`config.mk`:
```
export PLATFORM = sky130hd
export DESIGN_NAME = finder_scan_sequencer
export DESIGN_NICKNAME = d
export VERILOG_FILES = /design/src/rtl/finder_scan_sequencer.sv
export SDC_FILE = /design/constraint.sdc
export NUM_CORES = 2
export LEC_CHECK = 0
export BUFFER_PORTS_ARGS = -buffer_cell sky130_fd_sc_hd__buf_2
export CORE_AREA = 2 2 788 790
export CTS_CLUSTER_DIAMETER = 150
export CTS_CLUSTER_SIZE = 24
export DETAILED_ROUTE_END_ITERATION = 10
export DIE_AREA = 0 0 790 792
export SYNTH_ARGS = -nofsm -noshare
export SYNTH_HDL_FRONTEND = slang
export SYNTH_SLANG_ARGS = --single-unit
```
`constraint.sdc`:
```
create_clock -name clk_in -period 2 [get_ports clk_in]
set_input_delay 0.2 -clock clk_in [delete_from_list [all_inputs] [get_ports clk_in]]
set_output_delay 0.2 -clock clk_in [all_outputs]
set_load 0.1 [all_outputs]
```
`src/rtl/finder_scan_sequencer.sv`:
```
// finder_scan_sequencer: runs the horizontal finder scanner and then the
// vertical one over a captured 1-bit frame. The two scanners share the frame
// BRAM read port through a combinational mux. Each scanner's encoding vector
// is latched, and a done/maps_valid handshake tells the downstream locator
// that both maps are ready.
// Optional build macro: SEQ_SKIP_EMPTY_EN. When it is defined and the row
// scan finds no finder pattern, the sequencer goes straight to DONE and does
// not run the vertical scan.
module finder_scan_sequencer #(
  parameter int unsigned WIDTH          = 480,
  parameter int unsigned HEIGHT         = 480,
  parameter int unsigned TIMEOUT_CYCLES = 1000000
) (
  input  logic              clk_in,
  input  logic              rst_in,
  input  logic              start_in,
  output logic              h_rst_out,
  output logic              h_start_out,
  input  logic [19:0]       h_addr_in,
  output logic              h_pixel_out,
  input  logic              h_valid_in,
  input  logic [HEIGHT-1:0] h_enc_in,
  output logic              v_rst_out,
  output logic              v_start_out,
  input  logic [19:0]       v_addr_in,
  output logic              v_pixel_out,
  input  logic              v_valid_in,
  input  logic [WIDTH-1:0]  v_enc_in,
  output logic [19:0]       bram_addr_out,
  input  logic              bram_data_in,
  output logic [HEIGHT-1:0] row_map_out,
  output logic [WIDTH-1:0]  col_map_out,
  output logic              maps_valid_out,
  output logic              done_out,
  output logic              timeout_err_out,
  output logic              busy_out
);

  localparam int unsigned CNT_W = (TIMEOUT_CYCLES > 1) ? $clog2(TIMEOUT_CYCLES) : 1;
  localparam logic [CNT_W-1:0] CNT_LAST = CNT_W'(TIMEOUT_CYCLES - 1);

  typedef enum logic [2:0] {
    S_IDLE, S_CLR, S_H_GO, S_H_RUN, S_V_GO, S_V_RUN, S_DONE, S_ABORT
  } state_t;

  state_t            state_q, state_d;
  logic [CNT_W-1:0]  cnt_q, cnt_d;
  logic [HEIGHT-1:0] row_q, row_d;
  logic [WIDTH-1:0]  col_q, col_d;
  logic              mv_q, mv_d;
  logic              te_q, te_d;

  // State, timeout counter and captured maps
  always_ff @(posedge clk_in) begin
    if (rst_in) begin
      state_q <= S_IDLE;
      cnt_q   <= '0;
      row_q   <= '0;
      col_q   <= '0;
      mv_q    <= 1'b0;
      te_q    <= 1'b0;
    end else begin
      state_q <= state_d;
      cnt_q   <= cnt_d;
      row_q   <= row_d;
      col_q   <= col_d;
      mv_q    <= mv_d;
      te_q    <= te_d;
    end
  end

  // Next-state logic. maps_valid and timeout_err are updated on entry to
  // DONE/ABORT so that they are already stable while done_out pulses.
  always_comb begin
    state_d = state_q;
    cnt_d   = cnt_q;
    row_d   = row_q;
    col_d   = col_q;
    mv_d    = mv_q;
    te_d    = te_q;
    unique case (state_q)
      S_IDLE: begin
        if (start_in) begin
          mv_d    = 1'b0;
          te_d    = 1'b0;
          state_d = S_CLR;
        end
      end
      S_CLR: state_d = S_H_GO;
      S_H_GO: begin
        cnt_d   = '0;
        state_d = S_H_RUN;
      end
      S_H_RUN: begin
        if (h_valid_in) begin
          row_d   = h_enc_in;
          state_d = S_V_GO;
`ifdef SEQ_SKIP_EMPTY_EN
          if (h_enc_in == '0) begin
            col_d   = '0;
            mv_d    = 1'b1;
            state_d = S_DONE;
          end
`endif
        end else if (cnt_q == CNT_LAST) begin
          te_d    = 1'b1;
          state_d = S_ABORT;
        end else begin
          cnt_d = cnt_q + 1'b1;
        end
      end
      S_V_GO: begin
        cnt_d   = '0;
        state_d = S_V_RUN;
      end
      S_V_RUN: begin
        if (v_valid_in) begin
          col_d   = v_enc_in;
          mv_d    = 1'b1;
          state_d = S_DONE;
        end else if (cnt_q == CNT_LAST) begin
          te_d    = 1'b1;
          state_d = S_ABORT;
        end else begin
          cnt_d = cnt_q + 1'b1;
        end
      end
      S_DONE:  state_d = S_IDLE;
      S_ABORT: state_d = S_IDLE;
      default: state_d = S_IDLE;
    endcase
  end

  // Scanner control, read-port mux and status outputs decoded from state
  always_comb begin
    h_rst_out     = 1'b1;
    v_rst_out     = 1'b1;
    h_start_out   = 1'b0;
    v_start_out   = 1'b0;
    h_pixel_out   = 1'b1;
    v_pixel_out   = 1'b1;
    bram_addr_out = '0;
    unique case (state_q)
      S_H_GO, S_H_RUN: begin
        h_rst_out     = 1'b0;
        h_start_out   = (state_q == S_H_GO);
        bram_addr_out = h_addr_in;
        h_pixel_out   = bram_data_in;
      end
      S_V_GO, S_V_RUN: begin
        v_rst_out     = 1'b0;
        v_start_out   = (state_q == S_V_GO);
        bram_addr_out = v_addr_in;
        v_pixel_out   = bram_data_in;
      end
      default: ;
    endcase
  end

  assign done_out        = (state_q == S_DONE) || (state_q == S_ABORT);
  assign busy_out        = (state_q != S_IDLE);
  assign row_map_out     = row_q;
  assign col_map_out     = col_q;
  assign maps_valid_out  = mv_q;
  assign timeout_err_out = te_q;

endmodule

```
After elaboration in Yosys (flattened, before gate mapping)

Cells that the tools add are included.
W data, S select, Z words.

Bits of input ports: 1006
Bits in registers: 985
Output and inout port bits: 990
Logic and storage cells: 57

Reductions and logical operators: 15
Muxes and demuxes: 23
Equal/unequal tests: 12
$add $sub $neg: 1

Operator list:

| cell                    | number |
|---|---|
| $mux W20                | 3 |
| $pmux W20 S3            | 1 |
| $pmux W20 S2            | 1 |
| $pmux W3 S7             | 1 |
| $add A20 B1 Y20 const B | 1 |
| $eq A20 B20 Y1 const B  | 1 |
| $eq A3 B3 Y1 const B    | 4 |
| $mux W3                 | 4 |
| $mux W1                 | 11 |
| $reduce_bool A3 Y1      | 3 |
| $ne A2 B2 Y1 const B    | 4 |
| $reduce_or A2 Y1        | 4 |
| $eq A3 B2 Y1 const B    | 2 |
| $reduce_and A3 Y1       | 2 |
| $reduce_and A2 Y1       | 2 |
| $reduce_and A4 Y1       | 1 |
| $eq A3 B1 Y1 const B    | 1 |
| $logic_not A3 Y1        | 1 |
| $pmux W1 S3             | 1 |
| $pmux W1 S2             | 1 |
| $reduce_bool A2 Y1      | 1 |
| $logic_or A1 B1 Y1      | 1 |

Logic depth before layout (Yosys ltp)

Depth in word-level cells: 4
Depth in mapped cells: 10
Gate-level depth less buffers: 6

Least setup slack after synthesis

OpenSTA, ideal clock, no wires.

Kind: reg-to-output
Start: reg state_q[2]
End: out v_start_out
Path slack: -363 ps
Required time: 1800 ps
Stages on the path, launching flop included: 5
Path buffers: 1
Arrival time: 2163 ps
Cell sequence: dfxtp_1 -> buf_6 -> nor2b_4 -> inv_2 -> nor2_1

Word-level cells in the longest chain between the ends: 3
Elaborated cells on any way between the ends: 4
Classes of those cells: eq/ne: 2; mux: 1; reduce/logical: 1

RTL lines:

| item                            | line     | RTL |
|---|---|---|
| start: declaration              | 46       | `state_t state_q, state_d;` |
| start signal: assignment        | 63       | `state_q <= state_d;` |
| $eq A3 B3 Y1 (on tied branches) | 143, 152 |  |
| $reduce_or A2 Y1                | 143      | `unique case (state_q)` |
| $mux W1 *                       | 143      |  |
| end: declaration                | 24       | `output logic v_start_out,` |

Mark *: on every way between the ends. The rest lies on a longest branch, timed or not.

Worst setup path in the final report

Start: reg state_q[1]
End: out bram_addr_out[17]

Word-level cells in the longest chain between the ends: 3
Elaborated cells on any way between the ends: 7
Classes of those cells: eq/ne: 4; mux: 1; reduce/logical: 2

RTL lines:

| item                                         | line | RTL |
|---|---|---|
| $eq A3 B3 Y1 or $eq A3 B2 Y1 (tied branches) | 143  |  |
| $reduce_or A2 Y1                             | 143  |  |
| $pmux W20 S2 *                               | 143  |  |
| end: declaration                             | 29   | `output logic [19:0] bram_addr_out,` |

Marks and branches as above.

==> summary.txt <==
Status
  – Status: finished, violations left
  – Failing checks: negative setup slack

Pwr
  – Overall Power: around 46 mW
  – P_int: ~30 mW
  – LEAKAGE: 28.6 nW
  – Combinational Power Share: 0.223
  – Peak VDD IR: a little under 0.8 mV
  – P_sw: 16.5 mW
  – Sw Share: 0.357
  – Power Dens Cells: about 610 mW/mm²
  – Clk pwr share: 0.340
  – Reg power frac: 0.437

Layout
  – Layout cells sized above 1: 0.374
  – Layout Utilization: 0.121
  – Final Instance Area: roughly 0.075 mm²
  – Number of fillers in the final layout: between 70000 and 80000
  – Final non-filler cell total: approximately 16000
  – Synth-to-layout area growth: 119%
  – Area of the multi-input gates: 0.0143 mm²
  – Nets: between 8000 and 9000
  – Reg area: 0.0198 mm²

Routing
  – Highest Signal Layer: met5
  – Wire length on met2: ~230000 µm
  – M1 wire length: between 150000 and 200000 µm
  – DRC viols: 0
  – Wire length per cell: 31.5 µm
  – DRT iter0 DRCs: about 4400
  – Metal3 WL: about 50000 µm
  – Antenna Nets Post-Route: 0
  – Router iterations before antenna repair: 6
  – DRT Wirelength: just under 500000 µm
  – Vias per std cell: 2.97
  – DR vias: around 47000

Setup path
  – CP delay by family, top: buffers and inverters
  – Critical Path AT: 2260 ps
  – Critical Path Sink Type: output pin
  – Critical path, cell by cell: nor2b_4, buf_12, clkbuf_16, a22o_1, buf_12
  – Critical Path RT: between 1500 and 2000 ps
  – CP startpoint kind: flop
  – Crit-path max cell delay: a little under 400 ps
  – Worst r2r path cells: 12
  – Reg2reg start: state_q[2]
  – R2r endpoint: col_map_out[428]
  – R2r setup slk: -230 ps
  – Crit-path slowest cell: dfxtp_4
  – WS Path Type: reg2out
  – Worst Path Max Fanout: 5
  – Most used cell, CP: buf_12
  – Count of buffer and inverter cells on the critical path: 3

Job
  – Max Cap Viol: 0

Floorplanning
  – Core ar.: about 0.62 mm²
  – Initial Util: 0.0554
  – Site Rows: 289
  – Die footprint: between 0.6 and 0.7 mm²
  – Io pins: around 2000
  – Die X: 790 µm
  – Die Y: 792 µm

Yosys
  – Seq cells post-synth: approximately 990
  – Yosys top cell area share: 0.577
  – Mapped cell area: between 0.03 and 0.04 mm²
  – Cells after Synth: 4358
  – Dominant cell by count in the synthesized netlist: nand2_1
  – Most instantiated cells after synthesis: nand2_1, dfxtp_1, a21oi_1
  – Synth unique cells: 43
  – Mean Syn Cell Area: 7.85 µm²
  – Seq/Total Area, Yosys: 0.577
  – Post-synth EDFFs: 0
  – Ys flop type: dfxtp_1
  – Post-synth top area cell: dfxtp_1
  – Async SR Flop Fraction: 0
  – Synth warn: 0
  – Syn_nets: 5365
  – Dominant cells by area after synthesis: dfxtp_1, nand2_1, a21oi_1

Clock tree
  – Reg clk slew, reported paths: 120 ps
  – Root buffer cell: clkbuf_16
  – Clock buffer depth: 3
  – Max H-tree Level: 2
  – Num CTS Buffers: 61
  – CTS sink cnt: around 990
  – Clk_lat worst skew: slightly below 900 ps
  – CTS tree: done

Global route
  – Largest net degree at the start of global routing: a little under 100
  – Initial antenna violation count: between 200 and 300
  – Grt ovf: 0
  – Vias in the first global route: 43202
  – Total track usage: 0.143
  – Global-route wire length before repair: roughly 560000 µm

Timing
  – Max Clock Skew: between 50 and 60 ps
  – Max frequency: approximately 0.41 GHz
  – Max Transition Viols Final: 0
  – Endpoints failing hold: 0
  – Final min period: between 2000 and 2500 ps
  – Setup TNS Final: -57690 ps
  – Final period utilization: 1.23
  – RSZ-0062 raised after global routing: true
  – Max_slew headroom: 0.544
  – Slew @ Worst Pin: 689 ps
  – Hold_ws: around 110 ps
  – Setup ws final: -459 ps
  – Final setup viols: approximately 510

Min path
  – Hold Crit Start: v_enc_in[180]
  – Hold Path Stages: 4
  – Worst Hold Class: in2reg
  – Worst Hold Path EP: col_map_out[180]

Place
  – Placed Cells: 14432
  – DP HPWL: between 400000 and 500000 µm
  – Post-place setup slack: -83.0 ps
  – RD Place Congestion: around 1.0
  – Port Buffers: between 1500 and 2000
  – Placed cell areas: about 0.056 mm²
## area by class of cell
| cell class | count | area share |
|---|---|---|
| Antenna cell | 118 | 0.00394 |
| Sequential cell | 985 | 0.263 |
| Clock inverter | 30 | 0.00724 |
| Inverter | 5 | 0.000417 |
| Tap cell | 8148 | 0.136 |
| Timing Repair Buffer | 3409 | 0.377 |
| Clock buffer | 63 | 0.0207 |
| Multi-Input combinational cell | 3032 | 0.191 |
## power groups by stage
stage	Clock, mW	Combinational [mW]	Sequential, mW
3_3_place_gp	0	7.60	20.5
4_1_cts	16.3	10.0	20.1
3_5_place_dp	0	7.57	20.6
2_1_floorplan	0	1.45	22.6
6_report	15.7	10.3	20.1
5_1_grt	16.8	10.7	20.2
## what timing repair did
item                                    4_1_cts  5_1_grt
cloned                                        3       94
endpoints found under the setup margin      540      772
hold endpoints to repair                    966        0
gates resized for setup                     649      448
pin swaps                                     7      166
hold buffers                                980        0
buffers inserted                             13       58
## worst min-delay path, cell delays in order
cell           delay [ps]
dlygate4sd3_1         540
buf_2                 120
nand2_1                50
a21oi_1                50
## sequential cells by signal (all words and copies together) (netlist names)
signal,cells
cnt_q,20
col_map_out,480
maps_valid_out,1
row_map_out,480
state_q,3
timeout_err_out,1
## worst max-delay path by stage
stage                         to  slack [ps]  cells after the start        from
4_1_cts        bram_addr_out[16]        -590                      5  state_q[1]
5_1_grt        bram_addr_out[11]        -570                      6  state_q[2]
3_5_place_dp     row_map_out[36]         -80                      6  state_q[1]
2_1_floorplan          cnt_q[10]          20                      8  state_q[2]
3_3_place_gp     row_map_out[36]         -90                      6  state_q[1]
6_report       bram_addr_out[17]        -460                      5  state_q[1]
## kinds of logic (layout without fill, tap and decap cells)
family / Yosys count / after routing / share of synthesized area
other: 0 / 118 / 0
XOR/XNOR: 2 / 2 / 0.000512
AND/OR/NAND/NOR: 2001 / 2001 / 0.225
flip-flops: 985 / 985 / 0.577
adder cells (fa/ha/maj): 1 / 1 / 0.000366
AO/OA/AOI/OAI: 1028 / 1028 / 0.154
buffers and inverters: 341 / 3507 / 0.0438
## cells in the final DEF, fill, tap and decap left out, types with 6 or more instances in the layout
| cell type | Yosys | final |
|---|---|---|
| nand3_1 | 9 | 7 |
| a22o_1 | 20 | 9 |
| nand2_1 | 1935 | 1801 |
| a21oi_1 | 978 | 874 |
| nand4_1 | 7 | 7 |
| buf_4 | 14 | 738 |
| a22o_4 | 0 | 10 |
| buf_6 | 4 | 104 |
| dfxtp_2 | 0 | 21 |
| clkinv_8 | 0 | 7 |
| inv_16 | 0 | 7 |
| o21ai_0 | 7 | 7 |
| clkbuf_16 | 0 | 132 |
| buf_16 | 0 | 29 |
| buf_8 | 0 | 17 |
| or3_1 | 11 | 11 |
| dlygate4sd3_1 | 0 | 980 |
| o21ai_1 | 7 | 7 |
| a21oi_2 | 1 | 105 |
| buf_12 | 0 | 108 |
| nand2_4 | 0 | 90 |
| dfxtp_1 | 985 | 962 |
| o211ai_1 | 6 | 6 |
| nand2_2 | 0 | 44 |
| buf_2 | 104 | 1363 |
| diode_2 | 0 | 118 |
| nor2_1 | 8 | 6 |
## metal layers
layer	vias up	track usage
met1	22995	0.163
li1	20486	-
met3	738	0.0586
met4	112	0.0506
met5	-	0.00522
met2	2635	0.238
Note: power is estimated with default switching activity, not from simulation.
